<file path="src/rtl/div_pkg.sv">
// Shared parameters and state type for the iterative divider.
package div_pkg;

  parameter int unsigned WIDTH = 32;

  function automatic int unsigned cnt_width(input int unsigned w);
    return $clog2(w) + 1;
  endfunction

  localparam int unsigned CNT_W = cnt_width(WIDTH);

  typedef enum logic [1:0] {IDLE, BUSY, DONE} div_state_t;

endpackage

</file>
<file path="src/rtl/div_core.sv">
// Unsigned restoring shift-subtract engine: one quotient bit per clock, divrst loads and restarts.
module div_core
  import div_pkg::*;
#(
  parameter int unsigned WIDTH = div_pkg::WIDTH
) (
  input  logic             clk,
  input  logic             divrst,
  input  logic [WIDTH-1:0] dividend,
  input  logic [WIDTH-1:0] divisor,
  output logic [WIDTH-1:0] quo,
  output logic [WIDTH-1:0] rem,
  output logic             finish
);

  localparam int unsigned CntW = cnt_width(WIDTH);
  localparam logic [CntW-1:0] LastCnt = CntW'(WIDTH - 1);

  div_state_t       state_q, state_d;
  logic [CntW-1:0]  cnt_q, cnt_d;
  logic [WIDTH-1:0] rem_q, rem_d;
  logic [WIDTH-1:0] dvd_q, dvd_d;
  logic [WIDTH-1:0] dsr_q;

  logic [WIDTH:0]   shifted;
  logic [WIDTH:0]   diff;
  logic             qbit;
  logic [WIDTH-1:0] rem_step;
  logic [WIDTH-1:0] dvd_step;

  // dvd_q collects quotient bits from the bottom as dividend bits leave the top.
  always_comb begin
    shifted  = {rem_q, dvd_q[WIDTH-1]};
    diff     = shifted - {1'b0, dsr_q};
    qbit     = ~diff[WIDTH];
    rem_step = qbit ? diff[WIDTH-1:0] : shifted[WIDTH-1:0];
    dvd_step = {dvd_q[WIDTH-2:0], qbit};
  end

  always_comb begin
    state_d = state_q;
    cnt_d   = cnt_q;
    rem_d   = rem_q;
    dvd_d   = dvd_q;
    finish  = 1'b0;
    case (state_q)
      BUSY: begin
        rem_d = rem_step;
        dvd_d = dvd_step;
        cnt_d = cnt_q + 1'b1;
        if (cnt_q == LastCnt) begin
          finish  = 1'b1;
          state_d = DONE;
        end
      end
      default: ;
    endcase
  end

  always_ff @(posedge clk) begin
    if (divrst) begin
      state_q <= BUSY;
      cnt_q   <= '0;
      rem_q   <= '0;
      dvd_q   <= dividend;
      dsr_q   <= divisor;
    end else begin
      state_q <= state_d;
      cnt_q   <= cnt_d;
      rem_q   <= rem_d;
      dvd_q   <= dvd_d;
    end
  end

  assign quo = dvd_step;
  assign rem = rem_step;

endmodule

</file>
<file path="src/rtl/div_unit.sv">
// Signed/unsigned 32-cycle divider wrapper: operand magnitudes in, sign-corrected q/r out.
// Optional `done` port is built when DIV_DONE_EN is defined.
module div_unit
  import div_pkg::*;
#(
  parameter int unsigned WIDTH = div_pkg::WIDTH
) (
  input  logic             clk,
  input  logic             divrst,
  input  logic [WIDTH-1:0] a,
  input  logic [WIDTH-1:0] b,
  input  logic             signdiv,
  output logic [WIDTH-1:0] q,
  output logic [WIDTH-1:0] r
`ifdef DIV_DONE_EN
  ,
  output logic             done
`endif
);

  logic             neg_a, neg_b;
  logic             neg_a_q, neg_b_q;
  logic [WIDTH-1:0] mag_a, mag_b;
  logic [WIDTH-1:0] quo, rem;
  logic             finish;
  logic [WIDTH-1:0] q_q, r_q;

  // Sign flags are only ever set in signed mode, so unsigned results pass straight through.
  assign neg_a = signdiv & a[WIDTH-1];
  assign neg_b = signdiv & b[WIDTH-1];
  assign mag_a = neg_a ? (~a + 1'b1) : a;
  assign mag_b = neg_b ? (~b + 1'b1) : b;

  div_core #(
    .WIDTH(WIDTH)
  ) u_core (
    .clk     (clk),
    .divrst  (divrst),
    .dividend(mag_a),
    .divisor (mag_b),
    .quo     (quo),
    .rem     (rem),
    .finish  (finish)
  );

  always_ff @(posedge clk) begin
    if (divrst) begin
      neg_a_q <= neg_a;
      neg_b_q <= neg_b;
      q_q     <= '0;
      r_q     <= '0;
    end else if (finish) begin
      q_q <= (neg_a_q ^ neg_b_q) ? (~quo + 1'b1) : quo;
      r_q <= neg_a_q ? (~rem + 1'b1) : rem;
    end
  end

  assign q = q_q;
  assign r = r_q;

`ifdef DIV_DONE_EN
  logic done_q;

  always_ff @(posedge clk) begin
    if (divrst) begin
      done_q <= 1'b0;
    end else if (finish) begin
      done_q <= 1'b1;
    end
  end

  assign done = done_q;
`endif

endmodule

</file>
<file path="config.mk">
export PLATFORM = sky130hd
export DESIGN_NAME = div_unit
export DESIGN_NICKNAME = d
export VERILOG_FILES = /design/src/rtl/div_pkg.sv /design/src/rtl/div_core.sv /design/src/rtl/div_unit.sv
export SDC_FILE = /design/constraint.sdc
export NUM_CORES = 1
export LEC_CHECK = 0
export ABC_CLOCK_PERIOD_IN_PS = 7900
export CAP_MARGIN = 20
export CORE_UTILIZATION = 25
export DETAILED_ROUTE_END_ITERATION = 7
export PLACE_DENSITY = 0.44
export SLEW_MARGIN = 20
export SYNTH_ARGS = -nofsm -noshare
export SYNTH_HDL_FRONTEND = slang
export SYNTH_SLANG_ARGS = --single-unit
</file>
<file path="constraint.sdc">
create_clock -name clk -period 7.9 [get_ports clk]
set_clock_uncertainty 0.05 [all_clocks]
set_input_delay 1.58 -clock clk [delete_from_list [all_inputs] [get_ports clk]]
set_output_delay 1.58 -clock clk [all_outputs]
set_load 0.01 [all_outputs]
</file>
# ---- After elaboration in Yosys (flattened, before gate mapping)
# Cells that the tools add are included.
dict set report classes {
  muxes 9
  reduce_logical 2
  addsub 6
  n_bitwise 8
  eq_ne 2
}
# op count
set op_table {}
lappend op_table {{32-bit two-way mux} 7}
lappend op_table {{32-bit by 1-bit adder with 32-bit output (second input constant)} 4}
lappend op_table {{32-bit inverter} 4}
lappend op_table {{33-bit by 32-bit subtractor with 33-bit output} 1}
lappend op_table {{6-bit by 1-bit adder with 6-bit output (second input constant)} 1}
lappend op_table {{6-bit by 5-bit == test with 1-bit output (second input constant)} 1}
lappend op_table {{1-bit AND} 2}
lappend op_table {{2-bit by 1-bit == test with 1-bit output (second input constant)} 1}
lappend op_table {{1-bit two-way mux} 2}
lappend op_table {{2-bit AND reduction} 1}
lappend op_table {{2-bit nonzero test} 1}
lappend op_table {{1-bit inverter} 1}
lappend op_table {{1-bit bitwise XOR} 1}
dict set report totals {
  register_bits 170
  word_cells 36
  inputBits 67
}

# ---- Depth between registers and ports, before layout
# Gate-level depths: netlist of run 1.
dict set report logic_depth {
  ltp_word 5
  mapped_depth 26
  mapped_depth_nobuf 23
}

# ---- Cells and area by module
# Synthesis of run 1 repeated with hierarchy kept, for this count alone.
dict set report hier_totals {
  cells_unflattened 1321
  area_unflattened_um2 11549.8
}
# mod cells_each n_inst seq_area_each_um2 area_each_um2
set modules_own_cells {}
lappend modules_own_cells {div_core 678 1 2722.6 6621.4}
lappend modules_own_cells {div_unit 643 1 1341.3 4928.5}

# ---- Worst setup path before layout of run 1
# Ideal clock, no wire load.
dict set report synth_path {
  kind {register to register}
  start {reg u_core.dvd_q[31]}
  end {reg r_q[30], in the netlist r[30]}
  arrival_ps 4894
  path_stages_with_launch 26
  setup_ps 74
  path_slack_ps 2882
  n_path_buf 3
  synth_period_minus_slack_ps 5018
  required_time_ps 7776
  cell_sequence {edfxtp_1 -> inv_1 -> ha_1 -> inv_1 -> fa_1 -> a211oi_2 -> nor3_1 -> o21ai_2 -> a21oi_1 -> or3b_1 -> and2_4 -> inv_4 -> buf_2 -> clkbuf_1 -> buf_1 -> nor2_1 -> a21oi_1 -> ha_1 -> nand2_1 -> or3_1 -> nor2_1 -> a41oi_1 -> nor2_1 -> nand3_1 -> or3_1 -> a31oi_1}
}
dict set report synth_via {
  elab_chain_len 5
}
# item line
set synth_rtl {}
lappend synth_rtl {{from (decl)} div_core.sv:22} ;# logic [WIDTH-1:0] dvd_q, dvd_d;
lappend synth_rtl {{from (signal assigned)} div_core.sv:65} ;# dvd_q <= dividend;
lappend synth_rtl {{from (signal assigned)} div_core.sv:71} ;# dvd_q <= dvd_d;
lappend synth_rtl {{33-bit by 32-bit subtractor with 33-bit output} div_core.sv:34} ;# diff = shifted - {1'b0, dsr_q};
lappend synth_rtl {{32-bit two-way mux (*)} div_core.sv:36} ;# rem_step = qbit ? diff[WIDTH-1:0] : shifted[WIDTH-1:0];
lappend synth_rtl {{32-bit inverter} div_unit.sv:54} ;# r_q <= neg_a_q ? (~rem + 1'b1) : rem;
lappend synth_rtl {{32-bit by 1-bit adder with 32-bit output} div_unit.sv:54}
lappend synth_rtl {{32-bit two-way mux (*)} div_unit.sv:54}
lappend synth_rtl {{to (signal assigned)} div_unit.sv:54}
lappend synth_rtl {{to (decl)} div_unit.sv:26} ;# logic [WIDTH-1:0] q_q, r_q;
# Every way passes the cells marked *; elsewhere a longest branch is shown, timed or not.
# A chain may end at the register's enable or synchronous reset.

# ---- Worst setup path after layout of run 1
# Same ends and word-level chain as after synthesis.

==> results of run 1 <==
area by class of cell:
type	count	area, sq um
timing repair buffer	140	1378
tap	592	740.7
multi-input combinational	1071	6809
fill	4792	30790
sequential	170	4064
inverter	63	239.0
clock buffer	17	425.4
clock inverter	15	160.2
final timing paths:
kind                   endpoint  slack [ps]                        from
max          r[30]$_SDFFE_PP0P_        2060  u_core.dvd_q[31]$_DFFE_PP_
min          r[15]$_SDFFE_PP0P_         400          r[15]$_SDFFE_PP0P_
max reg2reg  r[30]$_SDFFE_PP0P_        2060  u_core.dvd_q[31]$_DFFE_PP_
min reg2reg  r[15]$_SDFFE_PP0P_         400          r[15]$_SDFFE_PP0P_
placed cells by master, fill, tap and decap left out, drive strengths merged, types with 5 or more instances in the layout:
master         netlist  routed
nor2               162     162
a21oi              148     148
clkdlybuf4s50        0     129
nand2              127     127
dfxtp              104     104
xor2                83      83
o21ai               71      71
inv                 63      70
a211oi              68      68
edfxtp              66      66
xnor2               56      56
nor3                42      42
ha                  37      37
o31ai               26      26
mux2i               24      24
nand2b              19      19
clkbuf              52      17
nand4               16      16
or3                 16      16
nor4                15      15
a31oi               15      15
nand3               14      14
o41ai               11      11
buf                 20      11
nor2b               10      10
and2                 9       9
and3                 9       9
or4                  8       8
nand3b               8       8
a21o                 8       8
o211ai               7       7
nor3b                7       7
o21a                 6       6
clkinvlp             0       5
a21boi               5       5
state kept, by name, summed over array words and instances (netlist names):
register        cells
neg_a_q             1
u_core.state_q      2
u_core.dsr_q       32
r                  32
u_core.dvd_q       32
u_core.rem_q       32
neg_b_q             1
u_core.cnt_q        6
q                  32
critical path: cells and delay by family (launching register included):
| kind | cells | cell delay, ps |
|---|---|---|
| flops | 1 | 440 |
| fa+ha+maj | 3 | 880 |
| simple gates | 10 | 2480 |
| buf+inv | 3 | 560 |
| compound gates | 6 | 1340 |
power breakdown:
group	leakage [nW]	internal [mW]	switching (mW)
registers	1.50	1.03	0.162
logic	3.23	0.997	1.74
clock network	0.273	0.447	0.416
total	5.00	2.48	2.31
through the flow:
stage / hold slack (ps) / total power [mW] / instance area (sq um) / cells
floorplan: 392.2 / 3.206 / 11420 / 1376
global placement: 389.6 / 3.933 / 13220 / 2036
detailed placement: 397.9 / 3.924 / 13230 / 2036
CTS: 406.6 / 4.807 / 13820 / 2068
global route: 423.0 / 5.149 / 13820 / 2068
finish: 402.8 / 4.789 / 13820 / 2068
per-layer routing:
| metal | share of wire | vias up | global-route usage |
|---|---|---|---|
| li1 | - | 5143 | - |
| met1 | 0.52 | 4729 | 0.2286 |
| met2 | 0.43 | 215 | 0.2303 |
| met3 | 0.036 | 33 | 0.01860 |
| met4 | 0.016 | 0 | 0.04917 |
| met5 | 0 | - | 0 |
logic make-up (layout without fill, tap and decap cells):
group / Yosys count / in the layout / share of synthesized area
buffers and inverters: 135 / 235 / 0.05147
AND/OR/NAND/NOR: 473 / 473 / 0.1982
AO/OA/AOI/OAI: 394 / 394 / 0.2218
XOR/XNOR: 139 / 139 / 0.1066
multiplexers: 27 / 27 / 0.02398
flip-flops: 170 / 170 / 0.3557
adder cells (fa/ha/maj): 38 / 38 / 0.04227
==> summary.txt, run 1 <==
Floorplan
  – Starting density of the core: 0.2561
  – Total die area: approximately 47000 sq um
  – Floorplan core area: 44610 sq um
  – Number of ports placed on the die boundary: 131
  – Vertical extent of the die: between 200 and 250 microns
  – Die width: between 200 and 250 microns
  – Standard-cell rows: a little under 80

Logic synthesis
  – Proportion of synthesized chip area in sequential cells: 0.3557
  – Mapped Avg Cell Area: 8.303 sq um
  – Yosys cell types: 80
  – Synthesized instance count: 1376
  – Share of flip-flops with an asynchronous set or reset after synthesis: 0
  – Prevailing post-synth register cell: sky130_fd_sc_hd__dfxtp_1
  – Synthesis warning total: 0
  – Flops & latches, synth: 170
  – Area fraction of the dominant cell type after synthesis: 0.1822
  – Commonest cells post-synth: sky130_fd_sc_hd__nor2_1 (161), sky130_fd_sc_hd__a21oi_1 (142), sky130_fd_sc_hd__nand2_1 (127)
  – EDFF count, synth: 66
  – Area contributors post-synth: sky130_fd_sc_hd__dfxtp_1 (18%), sky130_fd_sc_hd__edfxtp_1 (17%), sky130_fd_sc_hd__xor2_1 (6.4%), sky130_fd_sc_hd__a21oi_1 (6.2%), sky130_fd_sc_hd__nor2_1 (5.3%)
  – Mapped Nets: 1481
  – Synth area leader: sky130_fd_sc_hd__dfxtp_1
  – Library cell with the highest instance count after synthesis: sky130_fd_sc_hd__nor2_1
  – Summed instance area of the synthesized netlist: around 11000 sq um

Clock tree
  – Clock buffer count from CTS: 17
  – Count of hold buffers inserted by post-cts repair: 0
  – Max H-tree Level: 4
  – Clock root buffer: sky130_fd_sc_hd__clkbuf_16
  – Insertion delay to the later sink of the worst-skew pair: roughly 460 ps
  – Max Root-Sink Buffers: 2
  – Clock tree from TritonCTS: built
  – Setup bufs post-CTS: 0
  – Sink count of the clock tree: 170
  – CTS clock-pin slew for the worst setup and hold paths: 80 ps
  – Count of cells resized by post-cts repair: 0

Pwr
  – Power per cell area: approximately 350 nW/um^2
  – Lkg Pwr: approximately 5 nW
  – Maximum ir drop on the vdd rail: between 200 and 250 uV

Drt
  – Post-detailed-route via-to-cell ratio: about 5
  – DRC violation count after routing: 0
  – Detailed-route via count: a little over 10000
  – Post-detailed-routing wire length: 35760 microns
  – DRC violation total after the first TritonRoute iteration: 700
  – TritonRoute pass-1 iters: 5
  – Number of antenna-violating nets in the routed design: 0
  – Mean routed wirelength per cell: 17.29 microns

Finish
  – Final antenna diode count: 0
  – Utilization after layout: 0.3097
  – Count of nets after finishing: roughly 1600
  – Ratio of cells with drive above 1 in the final layout: 0.05556
  – Synthesis-to-layout area growth: 20.93%

STA
  – Slew at the pin closest to its max-slew limit: approximately 940 ps
  – Max-Slew Margin vs Limit: 0.3696
  – Setup repair after global routing missed its margin: false
  – Fin. Hold Viols: 0
  – Max-slew violation count: 0
  – Timing-limited maximum frequency: approximately 170 MHz
  – Post-route setup slack: around 2100 ps
  – Min Tclk post-route: 5843 ps
  – Final clock period utilization by the worst path: 0.7396
  – Final setup violation count: 0
  – Setup TNS: 0 ps

GRT
  – GRT Residual Overflow: 0
  – First-pass GRT wire length: about 56000 microns
  – GRT Total Usage: 0.1545
  – Largest net degree at the start of global routing: 78
  – Number of global-route vias before repair: 9484
  – Initial antenna violation count: 1

Setup path
  – Slowest cell delay on critical path: roughly 600 ps
  – Depth of the worst register-to-register path: 22
  – Series of cell instances along the critical path: inv_1, ha_1, inv_1, fa_1, a211oi_2, nor3_1, o21ai_2, a21oi_1, or3b_1, and2_4, inv_4, nor2_1, a21oi_1, ha_1, nand2_1, or3_1, nor2_1, a41oi_1, nor2_1, nand3_1, or3_1, a31oi_1
  – Worst Setup End Kind: flop
  – Startpoint type of the worst setup path: flop
  – Worst-path cell with the longest stage delay: sky130_fd_sc_hd__or3b_1
  – Peak fanout along the critical path: 50
  – Most frequent CP cell: sky130_fd_sc_hd__nor2_1
  – Critical Path AT: 6180 ps
  – Data required time at the worst endpoint: 8240 ps
  – Worst Path Class, Setup: reg2reg

Job
  – Maximum Capacitance Violations: 0

Place
  – Count of input and output buffers: 130
  – RePlAce Congestion: 0.8492
  – Post-Place Setup Slack: 2148 ps
  – DP HPWL: around 27000 microns

Hold path
  – Cell count of the worst hold path: 2
  – Worst hold path type: reg2reg

Run status
  – Outcome: finished clean
(Power assumes the default switching activity.)
==> inputs of run 2 (changes only) <==
--- a/config.mk
+++ b/config.mk
@@ -5,7 +5,7 @@
 export SDC_FILE = /design/constraint.sdc
 export NUM_CORES = 1
 export LEC_CHECK = 0
-export ABC_CLOCK_PERIOD_IN_PS = 7900
+export ABC_CLOCK_PERIOD_IN_PS = 6100
 export CAP_MARGIN = 20
 export CORE_UTILIZATION = 25
 export DETAILED_ROUTE_END_ITERATION = 7
==> constraint.sdc (replaced) <==
create_clock -name clk -period 6.1 [get_ports clk]
set_clock_uncertainty 0.05 [all_clocks]
set_input_delay 1.22 -clock clk [delete_from_list [all_inputs] [get_ports clk]]
set_output_delay 1.22 -clock clk [all_outputs]
set_load 0.01 [all_outputs]
==> summary.txt, run 2 (synthesis gave the netlist of run 1 again) <==
Drt
  – Detailed-route via count: approximately 10000
  – Number of antenna-violating nets in the routed design: 0
  – DRC violation count after routing: 0
  – DRC violation total after the first TritonRoute iteration: 708
  – Post-detailed-routing wire length: roughly 35000 microns
  – Mean routed wirelength per cell: 17.06 microns
  – TritonRoute pass-1 iters: 7
  – Post-detailed-route via-to-cell ratio: about 4.9

Floorplan
  – Standard-cell rows: 77
  – Vertical extent of the die: ~220 microns
  – Total die area: ~47000 sq um
  – Number of ports placed on the die boundary: 131
  – Die width: 215.8 microns
  – Starting density of the core: 0.2561
  – Floorplan core area: roughly 45000 sq um

Pwr
  – Psw: roughly 3.0 mW
  – Power per cell area: about 450 nW/um^2
  – Part of the power in registers: 0.247
  – Part of the power in combinational logic: 0.570
  – Clock share of power: 0.183
  – Lkg Pwr: 5.037 nW
  – Sw Share: 0.4768
  – Maximum ir drop on the vdd rail: between 200 and 250 uV
  – Int Power: ~3.3 mW

Place
  – RePlAce Congestion: just under 0.9
  – DP HPWL: ~27000 microns
  – Post-Place Setup Slack: about 1000 ps
  – Placed standard-cell area: 13240 sq um
  – Count of input and output buffers: between 100 and 150

STA
  – Timing-limited maximum frequency: 193.1 MHz
  – Slew at the pin closest to its max-slew limit: around 800 ps
  – Fin. Hold Viols: 0
  – Final setup violation count: 0
  – Max-Slew Margin vs Limit: 0.4561
  – Setup TNS: 0 ps
  – Post-route setup slack: approximately 900 ps
  – Final clock period utilization by the worst path: 0.8489
  – Max-slew violation count: 0
  – Min Tclk post-route: between 5000 and 6000 ps
  – Setup repair after global routing missed its margin: false
  – Worst slack on hold paths: 404.9 ps

GRT
  – Number of global-route vias before repair: ~9600
  – GRT Residual Overflow: 0
  – First-pass GRT wire length: around 56000 microns
  – Initial antenna violation count: 0
  – GRT Total Usage: 0.1544
  – Largest net degree at the start of global routing: just under 100

Finish
  – Count of nets after finishing: 1570
  – Synthesis-to-layout area growth: 21.32%
  – Final antenna diode count: 0
  – Most frequent standard cell in the layout excluding fill and tap cells: sky130_fd_sc_hd__nor2_1
  – Post-route cell area: 13860 sq um
  – # fillers: ~4700
  – Commonest cells after routing, fill and taps aside: sky130_fd_sc_hd__nor2_1 (161), sky130_fd_sc_hd__a21oi_1 (142), sky130_fd_sc_hd__clkdlybuf4s50_1 (129)
  – Ratio of cells with drive above 1 in the final layout: 0.05548

Clock tree
  – Setup bufs post-CTS: 0
  – Max H-tree Level: 4
  – Count of hold buffers inserted by post-cts repair: 0
  – Count of cells resized by post-cts repair: 0
  – CTS clock-pin slew for the worst setup and hold paths: 80 ps
  – Clock root buffer: sky130_fd_sc_hd__clkbuf_16
  – Sink count of the clock tree: 170
  – Clock buffer count from CTS: 17
  – Clock tree from TritonCTS: built
  – Insertion delay to the later sink of the worst-skew pair: approximately 460 ps
  – Max Root-Sink Buffers: 2

Setup path
  – Startpoint type of the worst setup path: flop
  – Worst Path Class, Setup: reg2reg
  – Worst Setup End Kind: flop
  – Data required time at the worst endpoint: ~6400 ps
  – Critical Path AT: roughly 5500 ps
  – Peak fanout along the critical path: 16
  – Depth of the worst register-to-register path: 23

Job
  – Maximum Capacitance Violations: 0

Hold path
  – Cell count of the worst hold path: 2
  – Worst hold path type: reg2reg

Run status
  – Outcome: finished clean
-- run 2: worst max-delay path: stages, from the launching register on --
cell                       delay (ps)
sky130_fd_sc_hd__edfxtp_1         450
sky130_fd_sc_hd__inv_1             90
sky130_fd_sc_hd__ha_1             170
sky130_fd_sc_hd__inv_1             60
sky130_fd_sc_hd__fa_1             430
sky130_fd_sc_hd__a211oi_2         260
sky130_fd_sc_hd__nor3_1           120
sky130_fd_sc_hd__o21ai_2          230
sky130_fd_sc_hd__a21oi_1          120
sky130_fd_sc_hd__or3b_1           350
sky130_fd_sc_hd__buf_4            200
sky130_fd_sc_hd__and2_4           190
sky130_fd_sc_hd__inv_4            140
sky130_fd_sc_hd__nor2_1            60
sky130_fd_sc_hd__a21oi_1          230
sky130_fd_sc_hd__ha_1             280
sky130_fd_sc_hd__nand2_1           70
sky130_fd_sc_hd__or3_1            370
sky130_fd_sc_hd__nor2_1           160
sky130_fd_sc_hd__a41oi_1          300
sky130_fd_sc_hd__nor2_1           190
sky130_fd_sc_hd__nand3_1          110
sky130_fd_sc_hd__or3_1            320
sky130_fd_sc_hd__a31oi_1          160
-- run 2: area by class of cell --
type	instances	area (sq um)	share of cell area
tap	592	740.7	0.05344
timing repair buffer	142	1405	0.1014
clock inverter	12	123.9	0.008937
inverter	63	239.0	0.01724
clock buffer	20	478.0	0.03448
multi-input combinational	1071	6810	0.4913
sequential	170	4064	0.2932
-- run 2: stage by stage --
| step | total power, mW | utilization | instances |
|---|---|---|---|
| after floorplan | 4.152 | - | 1376 |
| after global placement | 5.115 | 0.2969 | 2038 |
| after detailed placement | 5.103 | 0.2969 | 2038 |
| after CTS | 6.275 | 0.3103 | 2070 |
| after global routing | 6.742 | 0.3107 | 2070 |
| final | 6.249 | 0.3107 | 2070 |
-- run 2: metal layers --
metal  global-route usage  share of wire  vias to the layer above
met1               0.2312           0.51                     4671
li1                     -              -                     5144
met5                    0              0                        -
met3              0.01889          0.044                       22
met2               0.2283           0.43                      230
met4              0.04563          0.012                        0
-- run 2: worst paths after layout --
kind / from / end / slack (ps)
worst max-delay path: u_core.dvd_q[31]$_DFFE_PP_ / r[30]$_SDFFE_PP0P_ / 920
worst max register to register: u_core.dvd_q[31]$_DFFE_PP_ / r[30]$_SDFFE_PP0P_ / 920
worst min register to register: r[12]$_SDFFE_PP0P_ / r[12]$_SDFFE_PP0P_ / 400
worst min-delay path: r[12]$_SDFFE_PP0P_ / r[12]$_SDFFE_PP0P_ / 400
-- run 2: power by group through the flow --
stage	clock [mW]	combinational, mW	sequential, mW
2_1_floorplan	0	2.68	1.47
3_3_place_gp	0	3.55	1.56
3_5_place_dp	0	3.54	1.56
4_1_cts	1.18	3.56	1.54
5_1_grt	1.22	3.96	1.56
6_report	1.14	3.56	1.54
